===== src/rtl/seven_seg_pkg.sv =====
// Shared definitions for the seven-segment capture block.
//   - glyph constants for the active-low segment patterns of hex digits 0..F
//     (bit0 = segment a ... bit6 = segment g) plus the all-off blank pattern
//   - default number of multiplexed digit positions
//   - capture FSM state encoding
package seven_seg_pkg;

  localparam int DIGITS_DEFAULT = 4;

  localparam logic [6:0] SEG_0     = 7'b1000000;
  localparam logic [6:0] SEG_1     = 7'b1111001;
  localparam logic [6:0] SEG_2     = 7'b0100100;
  localparam logic [6:0] SEG_3     = 7'b0110000;
  localparam logic [6:0] SEG_4     = 7'b0011001;
  localparam logic [6:0] SEG_5     = 7'b0010010;
  localparam logic [6:0] SEG_6     = 7'b0000010;
  localparam logic [6:0] SEG_7     = 7'b1111000;
  localparam logic [6:0] SEG_8     = 7'b0000000;
  localparam logic [6:0] SEG_9     = 7'b0010000;
  localparam logic [6:0] SEG_A     = 7'b0001000;
  localparam logic [6:0] SEG_B     = 7'b0000011;
  localparam logic [6:0] SEG_C     = 7'b1000110;
  localparam logic [6:0] SEG_D     = 7'b0100001;
  localparam logic [6:0] SEG_E     = 7'b0000110;
  localparam logic [6:0] SEG_F     = 7'b0001110;
  localparam logic [6:0] SEG_BLANK = 7'b1111111;

  typedef enum logic [1:0] {
    IDLE   = 2'd0,
    COUNT  = 2'd1,
    COMMIT = 2'd2,
    HELD   = 2'd3
  } cap_state_e;

endpackage


===== src/rtl/seg_glyph_decode.sv =====
// Combinational decoder from an active-low seven-segment pattern to a hex
// nibble.
// Ports:
//   seg    - active-low segment pattern, bit0 = a ... bit6 = g
//   nibble - decoded hex value (0 when the pattern is not a hex glyph)
//   legal  - pattern is one of the sixteen hex glyphs
//   blank  - pattern has every segment off
module seg_glyph_decode
  import seven_seg_pkg::*;
(
  input  logic [6:0] seg,
  output logic [3:0] nibble,
  output logic       legal,
  output logic       blank
);

  always_comb begin
    nibble = 4'h0;
    legal  = 1'b1;
    blank  = 1'b0;
    case (seg)
      SEG_0:     nibble = 4'h0;
      SEG_1:     nibble = 4'h1;
      SEG_2:     nibble = 4'h2;
      SEG_3:     nibble = 4'h3;
      SEG_4:     nibble = 4'h4;
      SEG_5:     nibble = 4'h5;
      SEG_6:     nibble = 4'h6;
      SEG_7:     nibble = 4'h7;
      SEG_8:     nibble = 4'h8;
      SEG_9:     nibble = 4'h9;
      SEG_A:     nibble = 4'hA;
      SEG_B:     nibble = 4'hB;
      SEG_C:     nibble = 4'hC;
      SEG_D:     nibble = 4'hD;
      SEG_E:     nibble = 4'hE;
      SEG_F:     nibble = 4'hF;
      SEG_BLANK: begin
        legal = 1'b0;
        blank = 1'b1;
      end
      default:   legal = 1'b0;
    endcase
  end

endmodule


===== src/rtl/seven_seg_capture.sv =====
// Captures the digits shown on a multiplexed seven-segment display by
// snooping its segment and anode drives. A digit is committed once its
// (anode, segment) sample has been stable for STABLE_CYCLES consecutive
// cycles; each uninterrupted dwell commits exactly once.
// Ports:
//   clk, rst_n  - clock and asynchronous active-low reset
//   seg_in      - active-low segment pattern, bit0 = a ... bit6 = g
//   an_in       - active-low digit select, one bit per digit position
//   value_out   - decoded nibble per digit, digit d in bits [4d+3:4d]
//   valid_out   - per digit: last commit was a legal hex glyph
//   err_out     - per digit: last commit was an illegal pattern
//   upd_out     - single-cycle pulse on each commit
//   upd_digit   - digit index of the commit, meaningful while upd_out = 1
module seven_seg_capture
  import seven_seg_pkg::*;
#(
  parameter int DIGITS        = DIGITS_DEFAULT,
  parameter int STABLE_CYCLES = 4,
  localparam int DW           = (DIGITS > 1) ? $clog2(DIGITS) : 1
) (
  input  logic                  clk,
  input  logic                  rst_n,
  input  logic [6:0]            seg_in,
  input  logic [DIGITS-1:0]     an_in,
  output logic [4*DIGITS-1:0]   value_out,
  output logic [DIGITS-1:0]     valid_out,
  output logic [DIGITS-1:0]     err_out,
  output logic                  upd_out,
  output logic [DW-1:0]         upd_digit
);

  localparam logic [7:0] STABLE_C = 8'(STABLE_CYCLES);

  cap_state_e            state_q, state_d;
  logic [7:0]            cnt_q, cnt_d;
  logic [DIGITS-1:0]     an_q, an_d;
  logic [6:0]            seg_q, seg_d;
  logic [DIGITS-1:0]     ref_an_q, ref_an_d;
  logic [6:0]            ref_seg_q, ref_seg_d;
  logic [4*DIGITS-1:0]   value_q, value_d;
  logic [DIGITS-1:0]     valid_q, valid_d;
  logic [DIGITS-1:0]     err_q, err_d;
  logic                  upd_q, upd_d;
  logic [DW-1:0]         upd_digit_q, upd_digit_d;

  logic [7:0]            low_cnt;
  logic                  sample_sel;
  logic                  sample_same;
  logic [DW-1:0]         commit_idx;
  logic                  commit;
  logic [3:0]            glyph_nibble;
  logic                  glyph_legal;
  logic                  glyph_blank;

  // The commit always acts on the reference sample, which is the one that
  // was counted stable, so the decoder looks at that rather than the live one.
  seg_glyph_decode u_decode (
    .seg    (ref_seg_q),
    .nibble (glyph_nibble),
    .legal  (glyph_legal),
    .blank  (glyph_blank)
  );

  assign an_d  = an_in;
  assign seg_d = seg_in;

  // Classify the registered sample and locate the digit of the reference.
  always_comb begin
    low_cnt    = 8'd0;
    commit_idx = '0;
    for (int i = 0; i < DIGITS; i++) begin
      if (!an_q[i]) begin
        low_cnt = low_cnt + 8'd1;
      end
      if (!ref_an_q[i]) begin
        commit_idx = DW'(i);
      end
    end
    sample_sel  = (low_cnt == 8'd1);
    sample_same = (an_q == ref_an_q) && (seg_q == ref_seg_q);
  end

  // Stability FSM. Any change of sample while counting or holding restarts
  // the dwell; the COMMIT cycle itself does not look at the sample.
  always_comb begin
    state_d   = state_q;
    cnt_d     = cnt_q;
    ref_an_d  = ref_an_q;
    ref_seg_d = ref_seg_q;
    commit    = 1'b0;
    case (state_q)
      IDLE: begin
        if (sample_sel) begin
          state_d   = COUNT;
          cnt_d     = 8'd1;
          ref_an_d  = an_q;
          ref_seg_d = seg_q;
        end
      end
      COUNT: begin
        if (sample_same) begin
          if (cnt_q >= STABLE_C - 8'd1) begin
            cnt_d   = STABLE_C;
            state_d = COMMIT;
          end else begin
            cnt_d = cnt_q + 8'd1;
          end
        end else if (sample_sel) begin
          cnt_d     = 8'd1;
          ref_an_d  = an_q;
          ref_seg_d = seg_q;
        end else begin
          state_d = IDLE;
          cnt_d   = 8'd0;
        end
      end
      COMMIT: begin
        commit  = 1'b1;
        state_d = HELD;
      end
      HELD: begin
        if (!sample_same) begin
          if (sample_sel) begin
            state_d   = COUNT;
            cnt_d     = 8'd1;
            ref_an_d  = an_q;
            ref_seg_d = seg_q;
          end else begin
            state_d = IDLE;
            cnt_d   = 8'd0;
          end
        end
      end
      default: begin
        state_d = IDLE;
        cnt_d   = 8'd0;
      end
    endcase
  end

  // Commit effect on the selected digit; every other digit keeps its state.
  always_comb begin
    value_d     = value_q;
    valid_d     = valid_q;
    err_d       = err_q;
    upd_d       = 1'b0;
    upd_digit_d = upd_digit_q;
    if (commit) begin
      upd_d       = 1'b1;
      upd_digit_d = commit_idx;
      for (int d = 0; d < DIGITS; d++) begin
        if (DW'(d) == commit_idx) begin
          if (glyph_legal) begin
            value_d[4*d +: 4] = glyph_nibble;
            valid_d[d]        = 1'b1;
            err_d[d]          = 1'b0;
          end else if (glyph_blank) begin
            value_d[4*d +: 4] = 4'h0;
            valid_d[d]        = 1'b0;
            err_d[d]          = 1'b0;
          end else begin
            valid_d[d] = 1'b0;
            err_d[d]   = 1'b1;
          end
        end
      end
    end
  end

  always_ff @(posedge clk or negedge rst_n) begin
    if (!rst_n) begin
      state_q     <= IDLE;
      cnt_q       <= 8'd0;
      an_q        <= '0;
      seg_q       <= '0;
      ref_an_q    <= '0;
      ref_seg_q   <= '0;
      value_q     <= '0;
      valid_q     <= '0;
      err_q       <= '0;
      upd_q       <= 1'b0;
      upd_digit_q <= '0;
    end else begin
      state_q     <= state_d;
      cnt_q       <= cnt_d;
      an_q        <= an_d;
      seg_q       <= seg_d;
      ref_an_q    <= ref_an_d;
      ref_seg_q   <= ref_seg_d;
      value_q     <= value_d;
      valid_q     <= valid_d;
      err_q       <= err_d;
      upd_q       <= upd_d;
      upd_digit_q <= upd_digit_d;
    end
  end

  assign value_out = value_q;
  assign valid_out = valid_q;
  assign err_out   = err_q;
  assign upd_out   = upd_q;
  assign upd_digit = upd_digit_q;

endmodule


===== config.mk =====
export PLATFORM = sky130hd
export DESIGN_NAME = seven_seg_capture
export DESIGN_NICKNAME = d
export VERILOG_FILES = /design/src/rtl/seven_seg_pkg.sv /design/src/rtl/seg_glyph_decode.sv /design/src/rtl/seven_seg_capture.sv
export SDC_FILE = /design/constraint.sdc
export NUM_CORES = 1
export LEC_CHECK = 0
export CAP_MARGIN = 0
export CORE_ASPECT_RATIO = 0.7
export CORE_UTILIZATION = 49
export DETAILED_ROUTE_END_ITERATION = 10
export PLACE_DENSITY = 0.73
export SYNTH_ARGS = -nofsm -noshare
export SYNTH_HDL_FRONTEND = slang
export SYNTH_SLANG_ARGS = --single-unit

===== constraint.sdc =====
create_clock -name clk -period 2.87 [get_ports clk]
set_input_delay 0.7175 -clock clk [delete_from_list [all_inputs] [get_ports clk]]
set_output_delay 0.7175 -clock clk [all_outputs]
set_load 0.02 [all_outputs]

Word level (Yosys, flattened, before mapping)
Cells that the tools add are included.
Operators by class
  add/sub/neg operators: 4
  $lt $le $gt $ge: 1
  equal/unequal tests: 30
  mux-type cells: 36
  reductions and logical operators: 20
Operators by type and width (count)
  case mux 4 bit (15 select lines): 1
  2-to-1 mux 8 bit: 7
  == test 7 bit, second input constant: 5
  adder 8 x 1 -> 8 bit, second input constant: 4
  case mux 8 bit (3 select lines): 1
  == test 7 x 5 -> 1 bit, second input constant: 3
  == test 7 x 6 -> 1 bit, second input constant: 3
  2-to-1 mux 4 bit: 4
  OR reduction 16 bit: 1
  AND reduction 3 bit: 5
  == test 7 x 2 -> 1 bit, second input constant: 2
  == test 7 x 4 -> 1 bit, second input constant: 2
  2-to-1 mux 2 bit: 7
  2-to-1 mux 7 bit: 2
  case mux 7 bit (2 select lines): 1
  2-to-1 mux 1 bit: 11
  AND reduction 2 bit: 5
  == test 8 x 1 -> 1 bit, second input constant: 1
  >= comparator 8 x 2 -> 1 bit, second input constant: 1
  case mux 2 bit (4 select lines): 1
  case mux 4 bit (2 select lines): 1
  == test 7 x 3 -> 1 bit, second input constant: 1
  == test 7 bit: 1
  zero test 7 bit: 1
  other kinds (13): 20
Storage, ports and cells
  flip-flop bits (word level): 59
  bits of input ports: 13
  output and inout port bits: 27
  word-level logic and storage cells: 111

Logic depth before layout (Yosys ltp)
  depth after elaboration: 11
  gate-level depth with buffers: 12
  depth with buffers taken out: 11

Modules after synthesis
A second synthesis with hierarchy kept.
Second synthesis, totals
  cell total of the unflattened synthesis: 267
  area, all modules: 2954.1 um2
By module, submodules not included
  seven_seg_capture: instances 1, cells an instance 208, area each 2572.5 um2, seq. area each 1476.4 um2
  seg_glyph_decode: instances 1, cells an instance 59, area each 381.6 um2, seq. area each 0.0 um2

Least setup slack after synthesis
OpenSTA, ideal clock, no wires.
  kind: reg-to-reg
  from: reg an_q[0]
  to: reg ref_an_q[0]
  setup time: 0.125 ns
  data arrival time: 2.719 ns
  required time: 2.745 ns
  slack: 0.026 ns
  stages on the path, launching flop included: 11
  buffers on the path: 1
  period minus slack after synthesis: 2.844 ns
  cells stage by stage: dfrtp_1 > inv_1 > ha_1 > xnor2_1 > ha_1 > or4b_1 > o22ai_2 > a311oi_2 > a211oi_4 > buf_6 > mux2_4
On the way
  word-level cells in the longest chain between the ends: 11
  elaborated cells on any way between the ends: 15
  classes of those cells: add/sub (3); eq/ne (3); mux (7); reduce/logical (2)
RTL lines
  start, declared: line seven_seg_capture.sv:36  | logic [DIGITS-1:0] an_q, an_d;
  start signal, assigned: line seven_seg_capture.sv:186  | an_q <= an_d;
  2-to-1 mux 1 bit: line seven_seg_capture.sv:72  | if (!an_q[i]) begin
  adder 8 x 1 -> 8 bit: line seven_seg_capture.sv:73  | low_cnt = low_cnt + 8'd1;
  2-to-1 mux 8 bit: line seven_seg_capture.sv:72
  adder 8 x 1 -> 8 bit: line seven_seg_capture.sv:73
  2-to-1 mux 8 bit: line seven_seg_capture.sv:72
  adder 8 x 1 -> 8 bit: line seven_seg_capture.sv:73
  2-to-1 mux 8 bit: line seven_seg_capture.sv:72
  == test 8 x 1 -> 1 bit: line seven_seg_capture.sv:79  | sample_sel = (low_cnt == 8'd1);
  2-to-1 mux 4 bit: line seven_seg_capture.sv:93, seven_seg_capture.sv:108, seven_seg_capture.sv:123
  2-to-1 mux 4 bit: line seven_seg_capture.sv:122  | if (!sample_same) begin
  case mux 4 bit (2 select lines): line seven_seg_capture.sv:91  | case (state_q)
  end signal, assigned: line seven_seg_capture.sv:188  | ref_an_q <= ref_an_d;
  end, declared: line seven_seg_capture.sv:38  | logic [DIGITS-1:0] ref_an_q, ref_an_d;
Several ways; a longest one is shown, not always the timed one. The select of a mux whose other input is x is not followed.
A chain may end at the register's enable or synchronous reset.

Worst setup path after layout
  from: reg an_q[1]
  to: reg ref_an_q[3]
On the way
  word-level cells in the longest chain between the ends: 9
  elaborated cells on any way between the ends: 13
  classes of those cells: add/sub (2); eq/ne (3); mux (6); reduce/logical (2)
RTL lines (line)
  2-to-1 mux 8 bit: seven_seg_capture.sv:72
  adder 8 x 1 -> 8 bit: seven_seg_capture.sv:73
  2-to-1 mux 8 bit: seven_seg_capture.sv:72
  adder 8 x 1 -> 8 bit: seven_seg_capture.sv:73
  2-to-1 mux 8 bit: seven_seg_capture.sv:72
  == test 8 x 1 -> 1 bit: seven_seg_capture.sv:79
  2-to-1 mux 4 bit (2 in a row)
  case mux 4 bit (2 select lines)
Several ways; a longest one is shown, not always the timed one. The select of a mux whose other input is x is not followed.

==> flow_summary.ini <==
[timing]
maxSlewHeadroom_pct = 53.79
clock.fmax_ghz = 0.3442
rsz0062_at_grt = yes
setup_viol = 6
finalClockSkew_ps = 8.019
tightest_slew_ps = 693.2
min_period_over_period_pct = 101.2
hold_viol = 0
maxSlewViolCount = 0
fin_crit_ps = 2906
layout_setup_ws_ps = -35.70

[clock_tree]
cts_buffer_depth = 2
numCtsBuffers = 9
postCtsHoldBufs = 0
clk_latency_ps = 340
tritoncts = done
cts_sinks = 59
root_buffer = clkbuf_8
htreeDepth = 3
clk_pin_slew_worst_paths_ps = 70

[worst_hold_path]
hp-class = input pin to asynchronous set/reset pin

[setup_path]
crit_arrival_ps = 3140
cp_slowest_cell = or4b_4
path_cells = inv_2 > ha_4 > xnor2_2 > ha_1 > or4b_4 > o22ai_4 > a311oi_4 > a211oi_4 > clkbuf_16 > mux2_4
startpoint_type = register
crit_type = register to register
crit_fanout = 5
critical_path_required_ps = 3100
cp-end-kind = register
slowest_delay_ps = 530

[route]
antenna_left = 0
drt_first_iter_violations = 202
routedWlPerCell_um = 15.43
first_pass_iters = 4
via_per_inst = 5.497
finalWirelength_um = 6050
drc_errors = 0
vias = 2155

[synthesis]
syn_area_um2 = 2841
synth_fp_nets = 275
async_reset_ff_share_pct = 100.0
synth_top_area_cell = dfrtp_1
ys_seq_elements = 59
synthTopCellsByArea = dfrtp_1 52%, mux2_4 4.2%, o21ai_0 3.9%
ys.flop_type = dfrtp_1
yosysWarnings = 0
synth_seq_area_share_pct = 51.96
synth_top_cell_area_share_pct = 51.96
ys_types = 61
syn_inst = 258
synth-edff-count = 0
avgSynthCellArea_um2 = 11.01

[pwr]
p_int_mw = 1.637
power_density_nw_per_um2 = 677.0
power.total_mw = 2.488
p_seq_share_pct = 42.9
pwr-share-comb_pct = 29.9
leakage_nw = 1.594
peakVddDrop_mv = 0.4851
p_sw_uw = 850.7
p_sw_share_pct = 34.20
clock_power_share_pct = 27.2

[floorplanning]
start_util_pct = 52.40
pin_count = 40
die_w_um = 93.02
coreArea_um2 = 5423
rows = 22
die_area_um2 = 6112
die_height_um = 65.71

[placement]
io_buffers = 39
hpwlAfterDp_um = 4248
placed_cell_area_um2 = 3368
dp_cells = 369
gp_congestion = 0.7869

[layout]
nets = 332
drive_above_1_share_pct = 20.31
n_fill_cell = 410
seqCellArea_um2 = 1476
multi_input_area_um2 = 1316
utilization_pct = 67.77
insertedDiodeCount = 0
areaGrowthSynthToFinish_pct = 29.33
fin_cells = 392
finalInstanceArea_um2 = 3675

[global_route]
grt_max_degree = 32
grtUsageTotal_pct = 22.23
grt_pass1_wl_um = 10010
grt_pass1_vias = 1982
antenna_found_initial = 0
grt_overflow = 0

[outcome]
violations = negative setup slack
status = finished, violations left

[job]
cap_violations = 0
## synthesized netlist by cell type (3+ instances only)
library cell / count
dfrtp_1: 59
nand2_1: 22
o21ai_0: 22
nor2_1: 19
xnor2_1: 12
inv_1: 8
mux2_4: 8
buf_2: 6
nand3_1: 6
nor3_1: 6
a2bb2oi_1: 4
clkbuf_1: 4
ha_1: 4
mux2_2: 4
o22a_1: 4
a211oi_1: 3
a21oi_1: 3
a31oi_1: 3
nand4_1: 3
nor3b_1: 3
o32ai_1: 3
## layout by cell type, fill, tap and decap left out, types with 3 or more instances in the layout
cell and count:
inv_1 6, clkdlybuf4s50_1 38, a31oi_1 3, mux2_2 4
nor3_1 6, o22a_1 4, o21ai_0 21, nand4_1 3
a211oi_1 3, a21oi_1 3, a2bb2oi_1 4, buf_4 17
nor3b_1 3, o32ai_1 3, mux2_4 10, dfrtp_1 59
xnor2_1 11, nor2_1 19, nand3_1 6, nand2_1 22
clkbuf_8 11, inv_2 3
## flip-flops by register name (all words and copies together), names as in the netlist, named ones only
| register | flops |
|---|---|
| err_out | 4 |
| upd_out | 1 |
| valid_out | 4 |
| state_q | 1 |
| cnt_q | 8 |
| an_q | 4 |
| value_out | 16 |
| ref_an_q | 4 |
| upd_digit | 2 |
| ref_seg_q | 7 |
| seg_q | 7 |
## path summary, 6_finish.rpt
path	endpoint	depth (start not counted)	from	slack, ps
min	err_out[3]	1	rst_n	420
max in group asynchronous	an_q[3]	2	rst_n	1850
max	ref_an_q[3]	10	an_q[1]	-40
min in group clk	valid_out[3]	2	valid_out[3]	480
min reg2reg	valid_out[3]	2	valid_out[3]	480
max reg2reg	ref_an_q[3]	10	an_q[1]	-40
## timing repair
action                     in CTS  in global routing
pin swaps                       1                  5
setup endpoints to repair      10                 15
gates cloned                    0                  1
resized for setup               0                 12
buffers inserted                1                  5
## layout make-up
cell class,count,area share (%)
Multi-Input combinational cell,177,35.82
Tap cell,72,2.451
Sequential cell,59,40.18
Timing Repair Buffer,59,15.73
Clock buffer,12,4.222
Clock inverter,4,0.6810
Inverter,9,0.9193
## stage by stage
step | TNS, ps | setup slack [ps] | hold slack, ps
floorplan | 0 | 25.87 | 421.9
global placement | 0 | 58.17 | 460.4
detailed placement | -62.77 | -33.26 | 470.2
CTS | -6.223 | -6.223 | 430.0
global route | -1155 | -130.5 | 457.8
finish | -149.6 | -35.70 | 416.8
## power groups by stage
| stage | Combinational (mW) | Clock (mW) | Sequential [mW] |
|---|---|---|---|
| floorplan | 0.568 | 0 | 0.981 |
| global placement | 0.676 | 0 | 1.07 |
| detailed placement | 0.692 | 0 | 1.08 |
| CTS | 0.697 | 0.697 | 1.06 |
| global route | 0.817 | 0.741 | 1.09 |
| finish | 0.743 | 0.677 | 1.07 |
## worst max-delay path, delay by kind of cell, from the launching register on
kind	cells	cell delay, ps
AO/OA/AOI/OAI	3	650
XOR/XNOR	1	130
adder cells (fa/ha/maj)	2	500
buffers and inverters	2	290
flip-flops	1	410
multiplexers	1	290
AND/OR/NAND/NOR	1	530
## logic make-up (layout without fill, tap and decap cells)
kind of cell	Yosys count	in the layout	synth area share [%]
AO/OA/AOI/OAI	61	61	15.72
multiplexers	15	15	6.957
XOR/XNOR	14	14	4.315
buffers and inverters	22	84	3.698
flip-flops	59	59	51.96
AND/OR/NAND/NOR	83	83	15.59
adder cells (fa/ha/maj)	4	4	1.761
## per-layer routing
layer	GRT usage, %	up-vias	wire length (µm)
met3	8.218	12	347
met4	8.077	0	99
met1	30.83	1023	2956
met2	31.80	61	2645
met5	0	-	0
li1	-	1059	-
Power figures use the tool's default switching activity.
